### src/rtl/multicycle_control.sv
`default_nettype none
// ============================================================================
// Module      : multicycle_control
// Description : Multicycle main control FSM with instruction register,
//               req/ready memory handshake and sticky trap reporting.
// Revision    : 1.0 - initial release
// ============================================================================
module multicycle_control #(
    parameter int TIMEOUT_CYCLES = 16,
    parameter int TIMEOUT_W      = 5
) (
    input  logic        clk,
    input  logic        rst_n,
    input  logic [31:0] instr_rdata,
    input  logic        mem_ready,
    input  logic        branch_taken,
    output logic        mem_req,
    output logic        mem_we,
    output logic        ir_write,
    output logic        pc_write,
    output logic        pc_src,
    output logic        alu_src_b,
    output logic        reg_write,
    output logic        wb_sel,
    output logic [1:0]  aluOp,
    output logic [2:0]  funct3,
    output logic [1:0]  funct7Parts,
    output logic        fault,
    output logic [1:0]  fault_code
);

    localparam logic [6:0] c_op_r      = 7'b0110011;
    localparam logic [6:0] c_op_i      = 7'b0010011;
    localparam logic [6:0] c_op_load   = 7'b0000011;
    localparam logic [6:0] c_op_store  = 7'b0100011;
    localparam logic [6:0] c_op_branch = 7'b1100011;

    localparam logic [TIMEOUT_W-1:0] c_cnt_last = TIMEOUT_W'(TIMEOUT_CYCLES - 1);

    localparam logic [1:0] c_code_illegal = 2'b01;
    localparam logic [1:0] c_code_fetch   = 2'b10;
    localparam logic [1:0] c_code_mem     = 2'b11;

    typedef enum logic [2:0] {
        s_fetch  = 3'd0,
        s_decode = 3'd1,
        s_exec   = 3'd2,
        s_mem    = 3'd3,
        s_wb     = 3'd4,
        s_trap   = 3'd5
    } state_t;

    typedef enum logic [2:0] {
        cls_r  = 3'd0,
        cls_i  = 3'd1,
        cls_ld = 3'd2,
        cls_st = 3'd3,
        cls_br = 3'd4
    } cls_t;

    state_t                 r_state;
    state_t                 w_next_state;
    cls_t                   r_cls;
    cls_t                   w_dec_cls;
    logic [31:0]            r_ir;
    logic [TIMEOUT_W-1:0]   r_cnt;
    logic [TIMEOUT_W-1:0]   w_cnt_next;
    logic [1:0]             r_alu_op;
    logic [2:0]             r_funct3;
    logic [1:0]             r_funct7;
    logic [1:0]             r_fault_code;
    logic [1:0]             w_fault_code_next;
    logic [1:0]             w_dec_alu_op;
    logic [1:0]             w_dec_funct7;
    logic                   w_dec_legal;
    logic                   w_waiting;
    logic                   w_timeout;
    logic                   w_unused;

    // Only opcode/funct fields feed control; the rest of IR is for the datapath.
    assign w_unused = ^r_ir;

    // Opcode classification of the currently held instruction.
    always_comb begin
        w_dec_legal  = 1'b1;
        w_dec_cls    = cls_r;
        w_dec_alu_op = 2'b00;
        w_dec_funct7 = 2'b00;
        unique case (r_ir[6:0])
            c_op_r: begin
                w_dec_cls    = cls_r;
                w_dec_alu_op = 2'b10;
                w_dec_funct7 = {r_ir[30], r_ir[25]};
            end
            c_op_i: begin
                w_dec_cls    = cls_i;
                w_dec_alu_op = 2'b11;
                w_dec_funct7 = {(r_ir[14:12] == 3'b101) ? r_ir[30] : 1'b0, 1'b0};
            end
            c_op_load: begin
                w_dec_cls    = cls_ld;
                w_dec_alu_op = 2'b00;
            end
            c_op_store: begin
                w_dec_cls    = cls_st;
                w_dec_alu_op = 2'b00;
            end
            c_op_branch: begin
                w_dec_cls    = cls_br;
                w_dec_alu_op = 2'b01;
            end
            default: w_dec_legal = 1'b0;
        endcase
    end

    assign w_waiting = ((r_state == s_fetch) || (r_state == s_mem)) && !mem_ready;
    assign w_timeout = w_waiting && (r_cnt == c_cnt_last);

    // Next state and Moore/handshake strobes.
    always_comb begin
        w_next_state      = r_state;
        w_fault_code_next = r_fault_code;
        mem_req           = 1'b0;
        mem_we            = 1'b0;
        ir_write          = 1'b0;
        pc_write          = 1'b0;
        pc_src            = 1'b0;
        alu_src_b         = 1'b0;
        reg_write         = 1'b0;
        wb_sel            = 1'b0;
        unique case (r_state)
            s_fetch: begin
                mem_req = 1'b1;
                if (mem_ready) begin
                    ir_write     = 1'b1;
                    w_next_state = s_decode;
                end else if (w_timeout) begin
                    w_next_state      = s_trap;
                    w_fault_code_next = c_code_fetch;
                end
            end
            s_decode: begin
                if (w_dec_legal) begin
                    w_next_state = s_exec;
                end else begin
                    w_next_state      = s_trap;
                    w_fault_code_next = c_code_illegal;
                end
            end
            s_exec: begin
                alu_src_b = (r_cls == cls_i) || (r_cls == cls_ld) || (r_cls == cls_st);
                unique case (r_cls)
                    cls_br: begin
                        pc_write     = 1'b1;
                        pc_src       = branch_taken;
                        w_next_state = s_fetch;
                    end
                    cls_ld, cls_st: w_next_state = s_mem;
                    default:        w_next_state = s_wb;
                endcase
            end
            s_mem: begin
                mem_req   = 1'b1;
                mem_we    = (r_cls == cls_st);
                alu_src_b = 1'b1;
                if (mem_ready) begin
                    if (r_cls == cls_st) begin
                        pc_write     = 1'b1;
                        w_next_state = s_fetch;
                    end else begin
                        w_next_state = s_wb;
                    end
                end else if (w_timeout) begin
                    w_next_state      = s_trap;
                    w_fault_code_next = c_code_mem;
                end
            end
            s_wb: begin
                reg_write    = 1'b1;
                wb_sel       = (r_cls == cls_ld);
                pc_write     = 1'b1;
                w_next_state = s_fetch;
            end
            s_trap: w_next_state = s_trap;
            default: w_next_state = s_fetch;
        endcase
    end

    // Wait counter: cleared whenever the state changes, saturates otherwise.
    always_comb begin
        w_cnt_next = r_cnt;
        if (w_next_state != r_state) begin
            w_cnt_next = '0;
        end else if (w_waiting && (r_cnt != c_cnt_last)) begin
            w_cnt_next = r_cnt + 1'b1;
        end
    end

    always_ff @(posedge clk) begin
        if (!rst_n) begin
            r_state      <= s_fetch;
            r_ir         <= '0;
            r_cnt        <= '0;
            r_cls        <= cls_r;
            r_alu_op     <= 2'b00;
            r_funct3     <= 3'b000;
            r_funct7     <= 2'b00;
            r_fault_code <= 2'b00;
        end else begin
            r_state      <= w_next_state;
            r_cnt        <= w_cnt_next;
            r_fault_code <= w_fault_code_next;
            if (ir_write) begin
                r_ir <= instr_rdata;
            end
            if ((r_state == s_decode) && w_dec_legal) begin
                r_cls    <= w_dec_cls;
                r_alu_op <= w_dec_alu_op;
                r_funct3 <= r_ir[14:12];
                r_funct7 <= w_dec_funct7;
            end
        end
    end

    assign aluOp       = r_alu_op;
    assign funct3      = r_funct3;
    assign funct7Parts = r_funct7;
    assign fault       = (r_state == s_trap);
    assign fault_code  = r_fault_code;

endmodule
`default_nettype wire
### config.mk
export PLATFORM = sky130hd
export DESIGN_NAME = multicycle_control
export DESIGN_NICKNAME = d
export VERILOG_FILES = /design/src/rtl/multicycle_control.sv
export SDC_FILE = /design/constraint.sdc
export NUM_CORES = 1
export LEC_CHECK = 0
export BUFFER_PORTS_ARGS = -buffer_cell sky130_fd_sc_hd__buf_2
export CELL_PAD_IN_SITES_DETAIL_PLACEMENT = 0
export CELL_PAD_IN_SITES_GLOBAL_PLACEMENT = 2
export CORE_ASPECT_RATIO = 0.6
export CORE_MARGIN = 5
export CORE_UTILIZATION = 28
export DETAILED_ROUTE_END_ITERATION = 10
export PLACE_DENSITY = 0.89
export REMOVE_ABC_BUFFERS = 1
export SETUP_SLACK_MARGIN = 0.2
export SYNTH_ARGS = -nofsm -noshare
export SYNTH_HDL_FRONTEND = slang
export SYNTH_SLANG_ARGS = --single-unit
### constraint.sdc
create_clock -name clk -period 2.38 [get_ports clk]
set_input_delay 0.595 -clock clk [delete_from_list [all_inputs] [get_ports clk]]
set_output_delay 0.595 -clock clk [all_outputs]
set_load 0.01 [all_outputs]
==> impl_metrics.csv <==
group,metric,value,unit
clock_tree,ctsResizeCount,0,
setup_path,rr_endpoint,"r_cnt[0]",
logic_synthesis,ys_seq_area_frac,0.3754,
sta,maxSlewViolCount,0,
grt,antenna_found_initial,0,
placement,port_buffers,33,
floorplan,num_rows,22,
sta,slew_headroom,0.6711,
sta,fin_crit_sh,0.8831,
clock_tree,cts_buffers,5,
detailed_routing,detail_route.first_pass.iterations,4,
grt,met3_usage,0.02857,
clock_tree,cts_tree,"done",
detailed_routing,drt_iter0_drc,65,
setup_path,critical_path.startpoint_type,"flop",
layout,fill_cells,687,
pwr,p_sw,375.4,uW
setup_path,worst_ep_required_time,1780,ps
pwr,p_leak,0.0007945,uW
floorplan,initial_core_util,0.2844,
job,drv.max_cap_violation_count,0,
pwr,p_per_area,618.4,mW/mm^2
worst_hold_path,min_path_cells,2,
logic_synthesis,yosys_register_bits,32,
logic_synthesis,synth_area,0.001707,mm^2
setup_path,path_max_fanout,13,
worst_hold_path,timing.hold.worst.start,"fault_code[0]",
layout,antenna_cells,0,
logic_synthesis,dominantRegCellSynth,"dfxtp_1",
clock_tree,clkTransAtPathRegs,70,ps
logic_synthesis,synth_top_family_by_area,"simple AND/OR/NAND/NOR gates",
grt,grt.total_usage,0.1066,
sta,period_needed,2102,ps
sta,rsz0062_at_grt,"true",
grt,grt.met2_usage,0.1304,
setup_path,crit_type,"flop to output port",
sta,worst_pin_slew,489.6,ps
setup_path,r2r_cells,7,
clock_tree,clockBufferDepth,2,
grt,use_met1,0.1713,
logic_synthesis,yosysWarnings,0,
floorplan,die_area,0.007808,mm^2
pwr,comb_power_share,0.190,
grt,grt_pass1_vias,1372,
logic_synthesis,synthCells,204,
placement,placed_cells,315,
logic_synthesis,synthSimpleGateAreaFrac,0.2918,
layout,syn_to_final_growth,20.67,%
logic_synthesis,synthXorXnorAreaFrac,0.02053,
clock_tree,cts_setup_buffers,0,
logic_synthesis,syn_area_per_cell,8.366,um^2
logic_synthesis,synth_edf_count,0,
detailed_routing,drc_errors,0,
pwr,peakVddDrop,207.9,uV
logic_synthesis,synthDistinctLibCells,45,
sta,max_freq,475.8,MHz
setup_path,rrSetupSlack,320,ps
pwr,sequentialPowerShare,0.473,
grt,grt_pass1_wl,6720,um
detailed_routing,via_count,1492,
logic_synthesis,synthMuxAreaShare,0.01173,
clock_tree,cts_hold_buf,0,
logic_synthesis,synth_fa_ha_area_frac,0.01466,
clock_tree,cts.htree.levels,2,
logic_synthesis,synth-compound-area-share,0.2419,
floorplan,coreArea,0.006001,mm^2
clock_tree,cts_root_buf,"clkbuf_8",
pwr,p_clk_frac,0.337,
placement,hpwl,3056,um
detailed_routing,wl,4025,um
pwr,total_power,1274,uW
worst_hold_path,holdCritPathClass,"flop to flop",
layout,final_cell_mix,"41 x nand2_1, 33 x buf_2, 30 x dfxtp_1",
sta,hold_violations,0,
layout,drive_gt1_frac,0.2552,
sta,setup_viol_count_final,0,
detailed_routing,ant_nets,0,
run_status,status,"complete, no violations",
clock_tree,cts_sinks,32,
floorplan,ios,54,
logic_synthesis,synth-async-reset-ratio,0,
floorplan,fp.dieW,110.8,um
placement,gp_congestion,0.7623,
pwr,intPower,898.2,uW
pwr,switching_share,0.2948,
worst_hold_path,hold_path_end,"fault_code[0]",
sta,finClkSkew,4.904,ps
clock_tree,clkLatencyLatePin,280,ps
sta,fin_tns_setup,0,ps
detailed_routing,via_per_inst,4.619,
setup_path,cp.arrival,1510,ps
floorplan,die_h,70.48,um
grt,grt-busiest-layer,"met1",
layout,layout.nets,276,
layout,final_cells,323,
setup_path,cp-end-kind,"output port",
setup_path,rr_startpoint,"r_cnt[0]",
layout,final_common_cell,"nand2_1",
grt,grt_max_degree,27,
detailed_routing,wl_per_cell,12.46,um
grt,globalRouteOverflowTotal,0,
-- cells in the mapped netlist (3+ instances only) --
library cell / n / area, um^2
nand2_1: 41 / 153.9
dfxtp_1: 32 / 640.6
a21boi_1: 17 / 127.6
nor2_1: 15 / 56.30
a21oi_1: 13 / 65.06
nor3_1: 7 / 35.03
buf_2: 6 / 30.03
inv_1: 6 / 22.52
nor2b_1: 6 / 37.54
nand3_1: 5 / 25.02
clkbuf_1: 4 / 15.01
nand2b_1: 4 / 25.02
a22oi_1: 3 / 22.52
and2_1: 3 / 18.77
o21ai_1: 3 / 15.01
xor2_1: 3 / 26.28
-- layer usage --
layer | vias up | wire [um]
li1 | 775 | -
met4 | 0 | 29
met3 | 2 | 175
met1 | 678 | 2342
met2 | 37 | 1477
met5 | - | 0
-- cell type report --
| cell class | instances | area, um^2 | share of cell area |
|---|---|---|---|
| clock inverters | 2 | 10.01 | 0.004860 |
| flip-flops and latches | 32 | 643.1 | 0.3123 |
| well taps | 84 | 105.1 | 0.05103 |
| clock buffers | 6 | 82.58 | 0.04010 |
| repair buffers | 37 | 195.2 | 0.09477 |
| inverters | 8 | 30.03 | 0.01458 |
| multi-input cells | 154 | 993.5 | 0.4824 |
-- critical path, stage by stage (launching register included) --
cell and delay [ps]:
dfxtp_1 410, nor2_1 270, nand3_1 150, inv_2 210, buf_2 180
-- registers in the layout, summed over array words and instances, names as in the netlist --
name,flops
r_ir,12
r_cnt,5
funct3,3
r_cls,3
r_state,3
aluOp,2
fault_code,2
funct7Parts,2
-- stage by stage --
step / hold slack, ps / area (um^2) / setup WS (ps) / util
floorplan: 430.5 / 1662 / 459.9 / -
global placement: 434.6 / 1962 / 287.9 / 0.3269
detailed placement: 442.8 / 1962 / 265.8 / 0.3269
global route: 463.5 / 2059 / 162.1 / 0.3432
CTS: 452.2 / 2054 / 204.2 / 0.3424
finish: 447.2 / 2059 / 278.2 / 0.3432
-- cell families after synthesis --
logic type	count (synthesis)
AOI/OAI and AO/OA	50
muxes	2
buffers and inverters	18
xor gates and xnor gates	4
DFF	32
and+or+nand+nor	96
adders and majority gates	2
-- how the worst max path moves through the flow --
| stage | end | from | cells after the start |
|---|---|---|---|
| after detailed placement | r_cnt[3] | r_cnt[0] | 7 |
| final | ir_write | r_state[0] | 4 |
| after global placement | r_cnt[0] | r_cnt[0] | 7 |
| after global routing | ir_write | r_state[0] | 4 |
| after CTS | wb_sel | r_state[2] | 3 |
| after floorplan | r_cnt[0] | r_cnt[0] | 7 |
-- power groups by stage --
stage | Sequential (uW) | Combinational (uW) | Clock (uW)
finish | 603 | 242 | 429
global route | 608 | 269 | 467
CTS | 602 | 244 | 444
detailed placement | 614 | 244 | 0
global placement | 614 | 242 | 0
floorplan | 608 | 166 | 0
Power figures use the tool's default switching activity.
